## src/rtl/mem_access_arbiter.sv

```systemverilog
// Round-robin arbiter sharing one single-port memory host between two requesters.
// Define MEM_ARB_FIXED_PRIO_EN to make requester 0 always win instead of round-robin.
`timescale 1ns/1ps
module mem_access_arbiter #(
  parameter int DATA_WIDTH  = 16,
  parameter int ADDR_WIDTH  = 6,
  parameter int TIMEOUT_CYC = 8
) (
  input  logic                    clk,
  input  logic                    rst,
  input  logic [1:0]              req,
  input  logic [1:0]              we,
  input  logic [2*ADDR_WIDTH-1:0] addr,
  input  logic [2*DATA_WIDTH-1:0] wdata,
  output logic [1:0]              ack,
  output logic [1:0]              err,
  output logic [DATA_WIDTH-1:0]   rdata,
  output logic [ADDR_WIDTH-1:0]   mem_address,
  output logic [DATA_WIDTH-1:0]   mem_write_data,
  output logic                    mem_write_enable,
  output logic                    mem_read_enable,
  input  logic [DATA_WIDTH-1:0]   mem_read_data,
  input  logic                    mem_read_valid,
  input  logic                    mem_write_ack,
  output logic                    busy
);
  localparam int TW = $clog2(TIMEOUT_CYC);
  localparam logic [TW-1:0] TIMER_LAST = TW'(TIMEOUT_CYC - 1);

  typedef enum logic [1:0] {IDLE, WAIT, RESP} state_t;

  state_t                state_q;
  logic                  owner_q;
  logic                  we_l_q;
  logic [TW-1:0]         timer_q;
  logic [1:0]            ack_q;
  logic [1:0]            err_q;
  logic [DATA_WIDTH-1:0] rdata_q;
  logic [ADDR_WIDTH-1:0] mem_address_q;
  logic [DATA_WIDTH-1:0] mem_write_data_q;
  logic                  mem_write_enable_q;
  logic                  mem_read_enable_q;
  logic                  busy_q;
`ifndef MEM_ARB_FIXED_PRIO_EN
  logic                  rr_ptr_q;
`endif

  logic                  grant_d;
  logic                  match_d;
  logic [ADDR_WIDTH-1:0] addr_a  [2];
  logic [DATA_WIDTH-1:0] wdata_a [2];

  genvar gi;
  generate
    for (gi = 0; gi < 2; gi++) begin : g_split
      assign addr_a[gi]  = addr[gi*ADDR_WIDTH +: ADDR_WIDTH];
      assign wdata_a[gi] = wdata[gi*DATA_WIDTH +: DATA_WIDTH];
    end
  endgenerate

  always_comb begin
`ifdef MEM_ARB_FIXED_PRIO_EN
    grant_d = req[0] ? 1'b0 : 1'b1;
`else
    grant_d = req[rr_ptr_q] ? rr_ptr_q : ~rr_ptr_q;
`endif
    // only the response type that matches the latched command counts
    match_d = we_l_q ? mem_write_ack : mem_read_valid;
  end

  always_ff @(posedge clk or posedge rst) begin
    if (rst) begin
      state_q            <= IDLE;
      owner_q            <= 1'b0;
      we_l_q             <= 1'b0;
      timer_q            <= '0;
      ack_q              <= 2'b00;
      err_q              <= 2'b00;
      rdata_q            <= '0;
      mem_address_q      <= '0;
      mem_write_data_q   <= '0;
      mem_write_enable_q <= 1'b0;
      mem_read_enable_q  <= 1'b0;
      busy_q             <= 1'b0;
`ifndef MEM_ARB_FIXED_PRIO_EN
      rr_ptr_q           <= 1'b0;
`endif
    end else begin
      case (state_q)
        IDLE: begin
          if (|req) begin
            owner_q            <= grant_d;
            we_l_q             <= we[grant_d];
            mem_address_q      <= addr_a[grant_d];
            mem_write_data_q   <= wdata_a[grant_d];
            mem_write_enable_q <= we[grant_d];
            mem_read_enable_q  <= ~we[grant_d];
            timer_q            <= '0;
            busy_q             <= 1'b1;
            state_q            <= WAIT;
          end
        end
        WAIT: begin
          mem_write_enable_q <= 1'b0;
          mem_read_enable_q  <= 1'b0;
          timer_q            <= timer_q + 1'b1;
          if (match_d) begin
            rdata_q <= we_l_q ? '0 : mem_read_data;
            ack_q   <= owner_q ? 2'b10 : 2'b01;
            err_q   <= 2'b00;
            state_q <= RESP;
          end else if (timer_q == TIMER_LAST) begin
            rdata_q <= '0;
            ack_q   <= owner_q ? 2'b10 : 2'b01;
            err_q   <= owner_q ? 2'b10 : 2'b01;
            state_q <= RESP;
          end
        end
        RESP: begin
          ack_q   <= 2'b00;
          err_q   <= 2'b00;
          busy_q  <= 1'b0;
`ifndef MEM_ARB_FIXED_PRIO_EN
          rr_ptr_q <= ~owner_q;
`endif
          state_q <= IDLE;
        end
        default: state_q <= IDLE;
      endcase
    end
  end

  assign ack              = ack_q;
  assign err              = err_q;
  assign rdata            = rdata_q;
  assign mem_address      = mem_address_q;
  assign mem_write_data   = mem_write_data_q;
  assign mem_write_enable = mem_write_enable_q;
  assign mem_read_enable  = mem_read_enable_q;
  assign busy             = busy_q;

endmodule
```

## config.mk

```make
export PLATFORM = sky130hd
export DESIGN_NAME = mem_access_arbiter
export DESIGN_NICKNAME = d
export VERILOG_FILES = /design/src/rtl/mem_access_arbiter.sv
export SDC_FILE = /design/constraint.sdc
export NUM_CORES = 1
export LEC_CHECK = 0
export CAP_MARGIN = 0
export CORE_ASPECT_RATIO = 1.1
export CORE_MARGIN = 3
export CORE_UTILIZATION = 39
export DETAILED_ROUTE_END_ITERATION = 12
export HOLD_SLACK_MARGIN = 0.06
export PLACE_DENSITY = 0.77
export SKIP_LAST_GASP = 1
export SYNTH_ARGS = -nofsm -noshare
export SYNTH_HDL_FRONTEND = slang
export SYNTH_SLANG_ARGS = --single-unit
```

## constraint.sdc

```tcl
create_clock -name clk -period 4.8 [get_ports clk]
set_input_delay 0.96 -clock clk [delete_from_list [all_inputs] [get_ports clk]]
set_output_delay 0.96 -clock clk [all_outputs]
set_load 0.01 [all_outputs]
```

# [Word-level counts from Yosys, hierarchy flattened]
# Index checks and enable logic that the tools add are counted.
[word_totals] register_bits=53 in_bits=68 wordCells=71
[classes] n_addsub=1 order_cmp=3 eq_ne=5 mux=33 bitwise=4 reduce_logical=12
[op_table] cell="$mux 16" n=6
[op_table] cell="$mux 6" n=3
[op_table] cell="$mux 2" n=7
[op_table] cell="$pmux 2 s2" n=3
[op_table] cell="$reduce_and 2->1" n=6
[op_table] cell="$mux 1" n=9
[op_table] cell="$reduce_bool 2->1" n=4
[op_table] cell="$pmux 1 s2" n=3
[op_table] cell="$pmux 3 s2" n=1
[op_table] cell="$lt 1x2->1 const B" n=2
[op_table] cell="$add 3x1->3 const B" n=1
[op_table] cell="$eq 3x3->1 const B" n=1
[op_table] cell="$mux 3" n=1
[op_table] cell="$ne 3x3->1 const B" n=1
[op_table] cell="$not 1->1" n=3
[op_table] cell="$eq 2x1->1 const B" n=1
[op_table] cell="$eq 2x2->1 const B" n=1
[op_table] cell="$ge 2x2->1 const B" n=1
[op_table] cell="$logic_not 2->1" n=1
[op_table] cell="$ne 2x2->1 const B" n=1
[op_table] cell="$not 1->2" n=1
[op_table] cell="$reduce_or 2->1" n=1

# [Logic depth before layout (Yosys ltp)]
[logic_depth] ltp_word=8 mapped_depth=7 depth_no_buf=5

# [Least setup slack after synthesis]
# No wires, ideal clock.
[synth_path] path_kind="input to register" from="input port mem_read_valid" to="register err_q[0], in the netlist err[0]" setup_ns=0.066 t_arrival_ns=1.851 t_required_ns=4.734 setup_slack_ns=2.883 stages=5 n_path_buf=1 cell_sequence="nor2b_1 -> buf_6 -> or3_4 -> a21oi_2 -> a22o_1"
[synth_via] elab_chain_cells=3 elab_cells_between_ends=5
[synth_rtl] item="start, declared" line_no="23" rtl="input logic mem_read_valid,"
[synth_rtl] item="$mux 1 *" line_no="68" rtl="match_d = we_l_q ? mem_write_ack : mem_read_valid;"
[synth_rtl] item="$mux 2 or $ne 3x3->1 (tied branches)"
[synth_rtl] item="$pmux 2 s2 or $reduce_and 2->1 (tied branches)"
[synth_rtl] item="end signal, assigned" line_no="115" rtl="err_q <= owner_q ? 2'b10 : 2'b01;"
[synth_rtl] item="end, declared" line_no="37" rtl="logic [1:0] err_q;"
# Every way passes the cells marked *; elsewhere a longest branch is shown, timed or not.
# A chain may end at the register's enable or synchronous reset.

# [Worst setup path in the final report]
[layout_path] from="input port req[0]" to="register mem_read_enable_q, in the netlist mem_read_enable"
[layout_via] elab_chain_cells=8 elab_cells_between_ends=11
[layout_rtl] item="start, declared" line_no="11" rtl="input logic [1:0] req,"
[layout_rtl] item="$mux 1 (implied by the code) (2 in series)" line_no="65" rtl="grant_d = req[rr_ptr_q] ? rr_ptr_q : ~rr_ptr_q;"
[layout_rtl] item="$mux 1" line_no="65"
[layout_rtl] item="$mux 1 (implied by the code) (2 in series)" line_no="97" rtl="mem_read_enable_q <= ~we[grant_d];"
[layout_rtl] item="$not 1->1" line_no="97"
[layout_rtl] item="$mux 1" line_no="91" rtl="if (|req) begin"
[layout_rtl] item="$pmux 1 s2" line_no="89" rtl="case (state_q)"
[layout_rtl] item="end signal, assigned" line_no="97"
[layout_rtl] item="end, declared" line_no="42" rtl="logic mem_read_enable_q;"
# Parallel ways exist; a longest one is shown, timed or not. The select of a mux whose other input is x is not followed.

==> flow_metrics.tcl <==
set metrics [dict create \
    layout_commonest_cell "clkdlybuf4s50_1" \
    vdd_drop_max_mv 0.287 \
    die_h_um 87.8 \
    drtIter0Drc 70 \
    rsz0062_at_grt "false" \
    min_to "rdata[0]$_DFFE_PP0P_" \
    crit_required_ns 5.00 \
    synth.distinct_cells 25 \
    synth_area_per_cell_um2 10.4 \
    track_usage_pct 16.0 \
    p_leak_nw 1.66 \
    antenna_left 0 \
    dp_slack_ns 1.71 \
    p_per_area_mw_per_mm2 583 \
    cts_tree "yes" \
    clockRootBuffer "clkbuf_8" \
    cp_top_family "multiplexers" \
    vias 1967 \
    io_pins 113 \
    viasPerCell 4.75 \
    critPathLaunchType "input pin" \
    clk_pin_slew_ns 0.09 \
    grt_use_met1_pct 19.7 \
    nets 406 \
    finalHoldViolCount 0 \
    synth_top_family_by_area "simple AND/OR/NAND/NOR gates" \
    max_stage_delay_ns 0.87 \
    yosysSeqAreaShare_pct 55.9 \
    drcViolationCount 0 \
    yosysWarnings 0 \
    synth-xor-area-share_pct 0 \
    dpl-instance-area_mm2 0.00350 \
    ys_ff_latch 53 \
    fin_skew_ns 0.00866 \
    cp_max_fo 24 \
    hold_depth 2 \
    die_w_um 80.3 \
    synthMuxAreaShare_pct 10.7 \
    clkLatencyLatePin_ns 0.31 \
    hold_start "rdata[0]$_DFFE_PP0P_" \
    finalCriticalPeriod_ns 2.76 \
    path_buf_inv 2 \
    post_synth_and_or_nand_nor_area_fraction_pct 17.0 \
    netlist_instances 229 \
    crit_chain "clkdlybuf4s50_1, inv_1, mux2i_4, mux2i_1, a22o_1" \
    die_area_mm2 0.00705 \
    postCtsSetupRepairBufs 0 \
    gr-usage-met3_pct 7.00 \
    overflow 0 \
    grt_pass1_vias 1819 \
    grt_pass1_wl_mm 8.74 \
    grt_antenna_before_repair 0 \
    syn2layout_area_growth_pct 52.6 \
    syn_nets 299 \
    cp-end-kind "register" \
    max_freq_ghz 0.362 \
    initial_core_util_pct 40.6 \
    fin_crit_sh_pct 57.5 \
    synth_flop_cell "dfrtp_1" \
    top_usage_layer "met2" \
    crit_slowest_cell "mux2i_4" \
    fin_area_mm2 0.00362 \
    min_path_type "reg2reg" \
    cts_made_buffers 5 \
    setup.worst_path.class "in2reg" \
    finalWorstSetupSlack_ns 2.04 \
    dr.pass1.iters 4 \
    synth_compound_area_share_pct 9.92 \
    synth-edff-count 0 \
    core_area_mm2 0.00584 \
    relSlewSlack_pct 23.8 \
    placement_rows 29 \
    reg2reg_depth 3 \
    layout_common_cells "112 x clkdlybuf4s50_1, 60 x nand2_1, 53 x dfrtp_1" \
    dp_hpwl_mm 4.04 \
    reg2reg_to "mem_read_enable$_DFFE_PP0P_" \
    async_reset_ff_share_pct 100 \
    setup_viol 0 \
    final_util_pct 61.9 \
    postCtsResizedCells 0 \
    clockBufferDepth 2 \
    arrival_ns 2.96 \
    io_buffers 112 \
    maxCapViolCount 0 \
    grt_max_degree 54 \
    n_antenna_cell 0 \
    rr_startpoint "rr_ptr_q$_DFFE_PP0P_" \
    synthAdderAreaFrac_pct 1.06 \
    netlist_area_mm2 0.00237 \
    reg2reg_slack_ns 2.76 \
    wl_per_cell_um 13.1 \
    hold_buffers 0 \
    report.final.slew_viol_count 0 \
    drive_gt1_share_pct 5.34 \
    setup_tns_ns 0 \
    cts_sinks 53 \
    htreeDepth 2 \
    use_met2_pct 25.0 \
    gp_congestion 0.684 \
    worstMarginPinSlew_ns 1.12 \
    wirelength_mm 5.44 \
    outcome "finished clean" \
]
[cells in the mapped netlist, types with 2 or more instances]
master / number / area, µm²
o21ai_0: 20 / 100
nor3_1: 2 / 10.0
a22o_1: 5 / 43.8
buf_2: 7 / 35.0
nor2b_1: 3 / 18.8
nor2_1: 3 / 11.3
buf_6: 6 / 67.6
dfrtp_1: 53 / 1330
a32o_1: 2 / 20.0
nand2_1: 60 / 225
ha_1: 2 / 25.0
mux2i_1: 23 / 230
nand2b_1: 2 / 12.5
inv_1: 4 / 15.0
nand3_1: 18 / 90.1
o21ai_1: 9 / 45.0
or3_4: 2 / 22.5
[per-layer routing]
layer,vias up,share of wire (%)
met5,-,0
met4,0,1.5
met3,7,12
met2,88,45
met1,885,42
li1,987,-
[cell families after synthesis]
| logic type | count (synthesis) |
|---|---|
| AO/OA/AOI/OAI | 39 |
| adder cells (fa/ha/maj) | 2 |
| buffers and inverters | 19 |
| flip-flops | 53 |
| multiplexers | 24 |
| AND/OR/NAND/NOR | 92 |
[sequential cells by signal, summed over array words and instances, names as in the netlist]
name              count
we_l_q                1
timer_q               3
busy                  1
rr_ptr_q              1
mem_address           6
mem_read_enable       1
rdata                16
ack                   2
mem_write_enable      1
state_q               2
err                   2
mem_write_data       16
owner_q               1
[final cells by class]
cell class,count,area (µm²)
inverters,4,15.0
clock inverters,2,37.5
fillers,509,2220
flip-flops and latches,53,1330
well taps,77,96.3
clock buffers,6,82.6
repair buffers,115,1140
multi-input cells,157,916
[power breakdown]
| part | total, mW | switching (mW) | internal, mW | leakage, nW |
|---|---|---|---|---|
| Combinational | 0.998 | 0.468 | 0.530 | 0.927 |
| Clock | 0.315 | 0.145 | 0.170 | 0.0574 |
| Sequential | 0.797 | 0.139 | 0.658 | 0.671 |
[worst reg2reg max path, delay by kind of cell (launching register included)]
kind | cells | cell delay, ns
flops | 1 | 0.43
compound gates | 1 | 0.28
mux | 2 | 1.21
[metrics by stage]
step | instances | total power, mW | hold WS (ns)
6_report | 414 | 2.11 | 0.471
5_1_grt | 414 | 2.29 | 0.497
4_1_cts | 414 | 2.14 | 0.478
3_5_place_dp | 406 | 1.82 | 0.458
3_3_place_gp | 406 | 1.79 | 0.449
2_1_floorplan | 229 | 1.34 | 0.463
[how the worst max path moves through the flow]
stage | start | slack (ns) | cells after the start | endpoint
6_report | req[0] | 2.04 | 5 | mem_read_enable$_DFFE_PP0P_
5_1_grt | req[0] | 1.95 | 5 | mem_read_enable$_DFFE_PP0P_
4_1_cts | req[0] | 2.06 | 5 | mem_read_enable$_DFFE_PP0P_
3_5_place_dp | req[0] | 1.71 | 5 | mem_read_enable$_DFFE_PP0P_
3_3_place_gp | req[0] | 1.79 | 5 | mem_read_enable$_DFFE_PP0P_
2_1_floorplan | rst | 2.55 | 1 | ack[0]$_DFFE_PP0P_
Note: power is estimated with default switching activity, not from simulation.
